## config.mk

```make
export PLATFORM = sky130hd
export DESIGN_NAME = imem_fetch_ctrl
export DESIGN_NICKNAME = d
export VERILOG_FILES = /design/src/rtl/imem_fetch_ctrl_pkg.sv /design/src/rtl/imem_fetch_ctrl_arb.sv /design/src/rtl/imem_fetch_ctrl.sv
export SDC_FILE = /design/constraint.sdc
export NUM_CORES = 1
export LEC_CHECK = 0
export BUFFER_PORTS_ARGS = -buffer_cell sky130_fd_sc_hd__buf_2
export CAP_MARGIN = 40
export CORE_MARGIN = 4
export CORE_UTILIZATION = 53
export CTS_CLUSTER_SIZE = 16
export DETAILED_ROUTE_END_ITERATION = 8
export PLACE_DENSITY_LB_ADDON = 0.3
export SETUP_SLACK_MARGIN = 0.5
export SYNTH_ARGS = -nofsm -noshare
export SYNTH_HDL_FRONTEND = slang
export SYNTH_HIERARCHICAL = 1
export SYNTH_SLANG_ARGS = --single-unit
```

## constraint.sdc

```tcl
create_clock -name clk -period 6.65 [get_ports clk]
set_input_delay 0.3325 -clock clk [delete_from_list [all_inputs] [get_ports clk]]
set_output_delay 0.3325 -clock clk [all_outputs]
set_load 0.01 [all_outputs]
```

## src/rtl/imem_fetch_ctrl_pkg.sv

```systemverilog
// ---------------------------------------------------------------------------
// imem_fetch_ctrl_pkg
//   Shared constants and types for the instruction-memory fetch sequencer:
//   state encodings, grant encodings, memory address width, the FSM state
//   record and a small alignment helper.
// ---------------------------------------------------------------------------
package imem_fetch_ctrl_pkg;

    // Byte-address width of the instruction memory array (64 KiB).
    localparam int IMEM_ADDR_W = 16;

    // Number of bytes assembled into one instruction word.
    localparam int IMEM_BYTES_PER_WORD = 4;

    typedef enum logic [1:0] {
        IMEM_S_IDLE  = 2'd0,
        IMEM_S_FETCH = 2'd1,
        IMEM_S_LOAD  = 2'd2,
        IMEM_S_RESP  = 2'd3
    } imem_state_e;

    // Which requester received the most recent grant.
    typedef enum logic {
        IMEM_GNT_FETCH  = 1'b0,
        IMEM_GNT_LOADER = 1'b1
    } imem_gnt_e;

    // Complete sequencer state, kept in one record so the whole FSM can be
    // observed through a single signal.
    typedef struct packed {
        imem_state_e state;
        logic [1:0]  cnt;
    } imem_fsm_t;

    // A word fetch is legal only on a 4-byte boundary.
    function automatic logic is_misaligned(input logic [1:0] addr_lo);
        return addr_lo != 2'b00;
    endfunction

endpackage

```

## src/rtl/imem_fetch_ctrl_arb.sv

```systemverilog
// ---------------------------------------------------------------------------
// imem_rr_arb
//   Two-request round-robin arbiter. Grants only while en_i is high. On a tie
//   the requester that was not granted last wins; the history register resets
//   to LOADER so the fetch port wins the first tie after reset.
//
// Ports
//   clk, rst      clock, asynchronous active-high reset
//   en_i          arbitration enabled (sequencer idle)
//   fetch_req_i   fetch port request
//   ld_req_i      loader port request
//   gnt_o[1:0]    one-hot grant: [0] fetch, [1] loader (combinational)
// ---------------------------------------------------------------------------
module imem_rr_arb
    import imem_fetch_ctrl_pkg::*;
(
    input  logic       clk,
    input  logic       rst,
    input  logic       en_i,
    input  logic       fetch_req_i,
    input  logic       ld_req_i,
    output logic [1:0] gnt_o
);

    imem_gnt_e last_grant_q;
    imem_gnt_e last_grant_d;

    always_comb begin
        gnt_o = 2'b00;
        if (en_i) begin
            if (fetch_req_i && ld_req_i) begin
                gnt_o = (last_grant_q == IMEM_GNT_LOADER) ? 2'b01 : 2'b10;
            end else if (fetch_req_i) begin
                gnt_o = 2'b01;
            end else if (ld_req_i) begin
                gnt_o = 2'b10;
            end
        end
    end

    always_comb begin
        last_grant_d = last_grant_q;
        if (gnt_o[0]) begin
            last_grant_d = IMEM_GNT_FETCH;
        end else if (gnt_o[1]) begin
            last_grant_d = IMEM_GNT_LOADER;
        end
    end

    always_ff @(posedge clk or posedge rst) begin
        if (rst) begin
            last_grant_q <= IMEM_GNT_LOADER;
        end else begin
            last_grant_q <= last_grant_d;
        end
    end

endmodule

```

## src/rtl/imem_fetch_ctrl.sv

```systemverilog
// ---------------------------------------------------------------------------
// imem_fetch_ctrl
//   Sole master of the byte-wide 64 KiB instruction memory. Serves 32-bit
//   instruction fetches by reading four bytes most-significant first, and
//   (when IMEM_LOADER_EN is defined) shares the memory port with a byte-wide
//   loader/debug port through a round-robin arbiter.
//
// Configuration
//   IMEM_LOADER_EN  defined  : loader port and LOAD state present.
//                   undefined: ld_* inputs ignored; ld_gnt_o, ld_done_o,
//                              ld_rdata_o, mem_we_o, mem_wdata_o tied 0.
//
// Handshakes
//   A requester raises its req and holds it, with address/data stable, until
//   the block answers with fetch_ready_o / ld_gnt_o in the same cycle; the
//   inputs are sampled only in that cycle. Completion is a one-cycle pulse
//   (fetch_valid_o / ld_done_o); the result outputs hold until the next
//   completion of the same kind.
//
// Ports
//   clk, rst          clock, asynchronous active-high reset
//   fetch_req_i       fetch request            fetch_addr_i  byte address
//   fetch_ready_o     fetch accepted this cycle
//   fetch_valid_o     result pulse             fetch_instr_o assembled word
//   fetch_err_o       misaligned fetch
//   ld_req_i          loader request           ld_we_i       1=write
//   ld_addr_i         loader address           ld_wdata_i    write byte
//   ld_gnt_o          loader accepted          ld_done_o     loader complete
//   ld_rdata_o        read byte (with ld_done_o)
//   mem_addr_o        array address            mem_we_o      array write
//   mem_wdata_o       array write byte         mem_rdata_i   array read byte
// ---------------------------------------------------------------------------
module imem_fetch_ctrl
    import imem_fetch_ctrl_pkg::*;
#(
    parameter int ADDR_W = IMEM_ADDR_W
) (
    input  logic              clk,
    input  logic              rst,

    input  logic              fetch_req_i,
    input  logic [31:0]       fetch_addr_i,
    output logic              fetch_ready_o,
    output logic              fetch_valid_o,
    output logic [31:0]       fetch_instr_o,
    output logic              fetch_err_o,

    input  logic              ld_req_i,
    input  logic              ld_we_i,
    input  logic [ADDR_W-1:0] ld_addr_i,
    input  logic [7:0]        ld_wdata_i,
    output logic              ld_gnt_o,
    output logic              ld_done_o,
    output logic [7:0]        ld_rdata_o,

    output logic [ADDR_W-1:0] mem_addr_o,
    output logic              mem_we_o,
    output logic [7:0]        mem_wdata_o,
    input  logic [7:0]        mem_rdata_i
);

    imem_fsm_t         fsm_q;
    logic [ADDR_W-1:0] base_q;
    logic [23:0]       asm_q;      // first three bytes of the word in flight
    logic [31:0]       instr_q;
    logic              err_q;
    logic              valid_q;

    logic [1:0]        gnt;
    logic              ld_req_eff;
    logic              in_idle;

    // Upper fetch address bits are outside the array and deliberately dropped.
    logic              unused_addr;
    assign unused_addr = ^fetch_addr_i[31:ADDR_W];

    assign in_idle = (fsm_q.state == IMEM_S_IDLE);

`ifdef IMEM_LOADER_EN
    assign ld_req_eff = ld_req_i;
`else
    assign ld_req_eff = 1'b0;
`endif

    imem_rr_arb u_arb (
        .clk         (clk),
        .rst         (rst),
        .en_i        (in_idle),
        .fetch_req_i (fetch_req_i),
        .ld_req_i    (ld_req_eff),
        .gnt_o       (gnt)
    );

    assign fetch_ready_o = gnt[0];
    assign fetch_valid_o = valid_q;
    assign fetch_instr_o = instr_q;
    assign fetch_err_o   = err_q;

    // ------------------------------------------------------------------
    // Sequencer
    // ------------------------------------------------------------------
    always_ff @(posedge clk or posedge rst) begin
        if (rst) begin
            fsm_q   <= '{state: IMEM_S_IDLE, cnt: 2'd0};
            base_q  <= '0;
            asm_q   <= '0;
            instr_q <= '0;
            err_q   <= 1'b0;
            valid_q <= 1'b0;
        end else begin
            valid_q <= 1'b0;
            case (fsm_q.state)
                IMEM_S_IDLE: begin
                    if (gnt[0]) begin
                        base_q <= fetch_addr_i[ADDR_W-1:0];
                        if (is_misaligned(fetch_addr_i[1:0])) begin
                            // Rejected without touching memory.
                            instr_q     <= '0;
                            err_q       <= 1'b1;
                            valid_q     <= 1'b1;
                            fsm_q.state <= IMEM_S_RESP;
                        end else begin
                            fsm_q.state <= IMEM_S_FETCH;
                            fsm_q.cnt   <= 2'd0;
                        end
                    end else if (gnt[1]) begin
                        fsm_q.state <= IMEM_S_LOAD;
                    end
                end
                IMEM_S_FETCH: begin
                    asm_q <= {asm_q[15:0], mem_rdata_i};
                    if (fsm_q.cnt == 2'(IMEM_BYTES_PER_WORD - 1)) begin
                        instr_q     <= {asm_q, mem_rdata_i};
                        err_q       <= 1'b0;
                        valid_q     <= 1'b1;
                        fsm_q.state <= IMEM_S_RESP;
                        fsm_q.cnt   <= 2'd0;
                    end else begin
                        fsm_q.cnt <= fsm_q.cnt + 2'd1;
                    end
                end
                IMEM_S_LOAD: begin
                    fsm_q.state <= IMEM_S_IDLE;
                end
                IMEM_S_RESP: begin
                    fsm_q.state <= IMEM_S_IDLE;
                end
                default: begin
                    fsm_q.state <= IMEM_S_IDLE;
                end
            endcase
        end
    end

`ifdef IMEM_LOADER_EN
    // ------------------------------------------------------------------
    // Loader request capture and response
    // ------------------------------------------------------------------
    logic              ld_we_q;
    logic [ADDR_W-1:0] ld_addr_q;
    logic [7:0]        ld_wdata_q;
    logic [7:0]        ld_rdata_q;
    logic              ld_done_q;

    always_ff @(posedge clk or posedge rst) begin
        if (rst) begin
            ld_we_q    <= 1'b0;
            ld_addr_q  <= '0;
            ld_wdata_q <= '0;
            ld_rdata_q <= '0;
            ld_done_q  <= 1'b0;
        end else begin
            ld_done_q <= 1'b0;
            if (gnt[1]) begin
                ld_we_q    <= ld_we_i;
                ld_addr_q  <= ld_addr_i;
                ld_wdata_q <= ld_wdata_i;
            end
            if (fsm_q.state == IMEM_S_LOAD) begin
                ld_done_q <= 1'b1;
                if (!ld_we_q) begin
                    ld_rdata_q <= mem_rdata_i;
                end
            end
        end
    end

    assign ld_gnt_o   = gnt[1];
    assign ld_done_o  = ld_done_q;
    assign ld_rdata_o = ld_rdata_q;
`else
    logic unused_ld;
    assign unused_ld  = ^{ld_req_i, ld_we_i, ld_addr_i, ld_wdata_i, gnt[1]};

    assign ld_gnt_o   = 1'b0;
    assign ld_done_o  = 1'b0;
    assign ld_rdata_o = '0;
`endif

    // ------------------------------------------------------------------
    // Memory port. Parked at address 0 whenever no access is in progress.
    // ------------------------------------------------------------------
    always_comb begin
        mem_addr_o  = '0;
        mem_we_o    = 1'b0;
        mem_wdata_o = '0;
        case (fsm_q.state)
            IMEM_S_FETCH: begin
                mem_addr_o = base_q + ADDR_W'(fsm_q.cnt);
            end
`ifdef IMEM_LOADER_EN
            IMEM_S_LOAD: begin
                mem_addr_o  = ld_addr_q;
                // Reset aborts a pending write even before the state clears.
                mem_we_o    = ld_we_q & ~rst;
                mem_wdata_o = ld_wdata_q;
            end
`endif
            default: begin
            end
        endcase
    end

endmodule

```

==> impl_metrics.py <==
metrics = {
    "sta": {
        "hold_viol_final": 0,
        "max_freq_mhz": 391,
        "slew_violations": 0,
        "finClkSkew_ns": 0.0154,
        "max_slew_margin": 0.554,
        "min_period_over_period": 0.384,
        "min_period_ns": 2.56,
        "finalSetupViolCount": 0,
        "rsz0062_at_grt": "false",
        "worst_pin_slew_ns": 0.669,
        "finalSetupTns_ns": 0,
    },
    "synth": {
        "ys_seq_elements": 79,
        "ys.warnings.count": 6,
        "ys_types": 50,
        "netlist_area_mm2": 0.00374,
        "async_flop_share": 1.00,
        "ys.flop_type": "dfrtp_1",
        "synth_area_per_cell_um2": 10.7,
        "synth_edf_count": 0,
        "ys_seq_area_frac": 0.529,
        "synth_cells": 349,
    },
    "clocking": {
        "clock_sinks": 79,
        "cts-buffers-inserted": 9,
        "postCtsResizedCells": 0,
        "cts_buffer_depth": 2,
        "h-tree-depth": 3,
        "clk_latency_ns": 0.34,
        "hold_buffers": 1,
        "clk_pin_slew_ns": 0.08,
        "cts-root-buf": "clkbuf_8",
        "cts_tree": "built",
        "post-cts-setup-buffer-count": 0,
    },
    "critical_path": {
        "cp_num_buf_inv": 1,
        "critPathSlowestCell": "nor4_1",
        "crit_required_ns": 6.32,
        "path_class": "flip-flop to output pin",
        "cpLargestDelayFamily": "simple AND/OR/NAND/NOR gates",
        "cp-end-kind": "output pin",
        "cp_slowest_stage_delay_ns": 0.44,
        "critical_path_arrival_ns": 2.22,
        "path_cells": "ha_1 -> fa_1 -> nand2_1 -> nor4_1 -> xnor2_1 -> nor2_2 -> buf_2",
        "critPathLaunchType": "flip-flop",
        "path_max_fanout": 5,
    },
    "drt": {
        "via_per_inst": 4.84,
        "vias": 2556,
        "routedWlPerCell_um": 13.6,
        "post-route-drc-count": 0,
        "drt_pre_antenna_iters": 4,
        "drt-initial-drc-count": 94,
        "wl_um": 7190,
        "top_layer_used": "met4",
        "dr_wl_met2_um": 3320,
        "wl_met1_um": 3450,
        "wl_met3_um": 303,
        "antenna_left": 0,
    },
    "die": {
        "fp.dieH_um": 92.0,
        "dieArea_mm2": 0.00847,
        "initial_core_util": 0.548,
        "core-area_mm2": 0.00683,
        "fp.dieW_um": 92.0,
        "num_io_pins": 139,
        "rows": 30,
    },
    "finish": {
        "seqCellArea_mm2": 0.00198,
        "most-common-layout-cells": "82 x nand2_1, 78 x dfrtp_1, 77 x buf_2",
        "drive_gt1_frac": 0.285,
        "fin_cells": 528,
        "multi_input_area_mm2": 0.00145,
        "final_common_cell": "nand2_1",
        "final_nets": 500,
        "final.fill_count": 595,
        "area_delta_synth_final_pct": 15.1,
        "diodes": 0,
    },
    "power_and_ir_drop": {
        "pwr-share-comb": 0.391,
        "sw_frac_of_total": 0.382,
        "sequentialPowerShare": 0.414,
        "internal_power_mw": 1.26,
        "p_per_area_mw_per_mm2": 473,
        "power_switching_uw": 778,
        "p_clk_frac": 0.195,
        "peakVddDrop_uv": 209,
        "power_leakage_nw": 2.23,
    },
    "place": {
        "dp_hpwl_um": 5050,
        "place_inst": 511,
        "gp_congestion": 0.792,
        "place.port_buffers": 77,
    },
    "global_routing": {
        "grt_start_max_net_pins": 54,
        "grt_pass1_wl_um": 12300,
        "antenna_found_initial": 0,
        "grt.total_usage": 0.180,
        "grt_overflow": 0,
        "grt_pass1_vias": 2566,
    },
    "run_status": {
        "status": "finished, final reports clean",
    },
    "run": {
        "drv_cap": 0,
    },
    "min_path": {
        "min_path_type": "input port to flip-flop",
    },
}
layer usage:
metal,track usage,vias to the layer above
li1,-,1262
met1,0.252,1228
met2,0.283,58
met3,0.0304,8
met4,0.0668,0
met5,0,-
cells in the mapped netlist (2+ instances only):
cell | number | area, um2
a21oi_1 | 6 | 30.0
ha_1 | 3 | 37.5
mux2_2 | 6 | 67.6
dfrtp_1 | 78 | 1950
xor2_1 | 5 | 43.8
nand3_1 | 3 | 15.0
a21o_1 | 2 | 15.0
inv_1 | 28 | 105
mux2_4 | 10 | 150
nand2_1 | 82 | 308
buf_2 | 6 | 30.0
nand4_1 | 6 | 37.5
and2_1 | 3 | 18.8
buf_8 | 2 | 30.0
nor2_2 | 3 | 18.8
nor2_1 | 14 | 52.6
buf_6 | 2 | 22.5
nor4_1 | 2 | 12.5
xnor2_1 | 6 | 52.6
a22o_1 | 9 | 78.8
buf_4 | 21 | 158
mux2i_1 | 24 | 240
final timing paths:
kind	from	end	slack, ns	cells past startpoint
min in group asynchronous	rst	asm_q[3]$_DFFE_PP0P_	0.52	3
min	mem_rdata_i[7]	asm_q[7]$_DFFE_PP0P_	0.21	3
max	fsm_q[0]$_DFFE_PP0P_	mem_addr_o[14]	4.09	7
max in group asynchronous	rst	fsm_q[1]$_DFFE_PP0P_	5.10	4
min reg2reg	asm_q[7]$_DFFE_PP0P_	asm_q[7]$_DFFE_PP0P_	0.48	2
max reg2reg	fsm_q[2]$_DFFE_PP0P_	fetch_instr_o[21]$_DFFE_PP0P_	4.45	7
flip-flops by register name, summed over array words and instances, names as in the netlist:
register	flops
fetch_err_o	1
fetch_valid_o	1
fsm_q	4
fetch_instr_o	32
u_arb/last_grant_q	1
base_q	16
asm_q	24
logic make-up (layout without fill, tap and decap cells):
kind of cell / after synthesis / count (layout) / synth area share
simple gates: 126 / 126 / 0.156
flops: 79 / 79 / 0.529
buf+inv: 63 / 126 / 0.103
mux: 40 / 40 / 0.122
compound gates: 25 / 25 / 0.0485
xor+xnor: 11 / 11 / 0.0258
fa+ha+maj: 4 / 4 / 0.0154
other cells: 1 / 21 / 0.00100
power groups by stage:
stage	logic, mW	registers, mW	clock network, mW
6_report	0.796	0.844	0.397
5_1_grt	0.895	0.879	0.427
3_3_place_gp	0.781	0.845	0
2_1_floorplan	0.602	0.843	0
4_1_cts	0.808	0.844	0.404
3_5_place_dp	0.807	0.851	0
metrics by stage:
stage                     hold slack (ns)  utilization  power, mW  setup slack (ns)  instance area [um2]
after floorplan                     0.222            -       1.45              4.32                 3820
after global placement              0.353        0.596       1.63              4.49                 4070
after detailed placement            0.359        0.596       1.66              4.46                 4070
after CTS                           0.198        0.630       2.06              4.08                 4310
after global routing                0.200        0.630       2.20              3.89                 4310
final                               0.207        0.630       2.04              4.09                 4310
cell type report:
| class | instances | area share |
|---|---|---|
| timing repair buffer | 80 | 0.0953 |
| inverter | 30 | 0.0282 |
| sequential | 79 | 0.459 |
| multi-input combinational | 227 | 0.338 |
| clock inverter | 4 | 0.0180 |
| tap | 96 | 0.0279 |
| clock buffer | 12 | 0.0337 |
tightest hold or removal path, cell delays in order:
cell and delay, ns:
buf_2 0.07, nand2_1 0.05, nand2_1 0.05
Note: power is estimated with default switching activity, not from simulation.
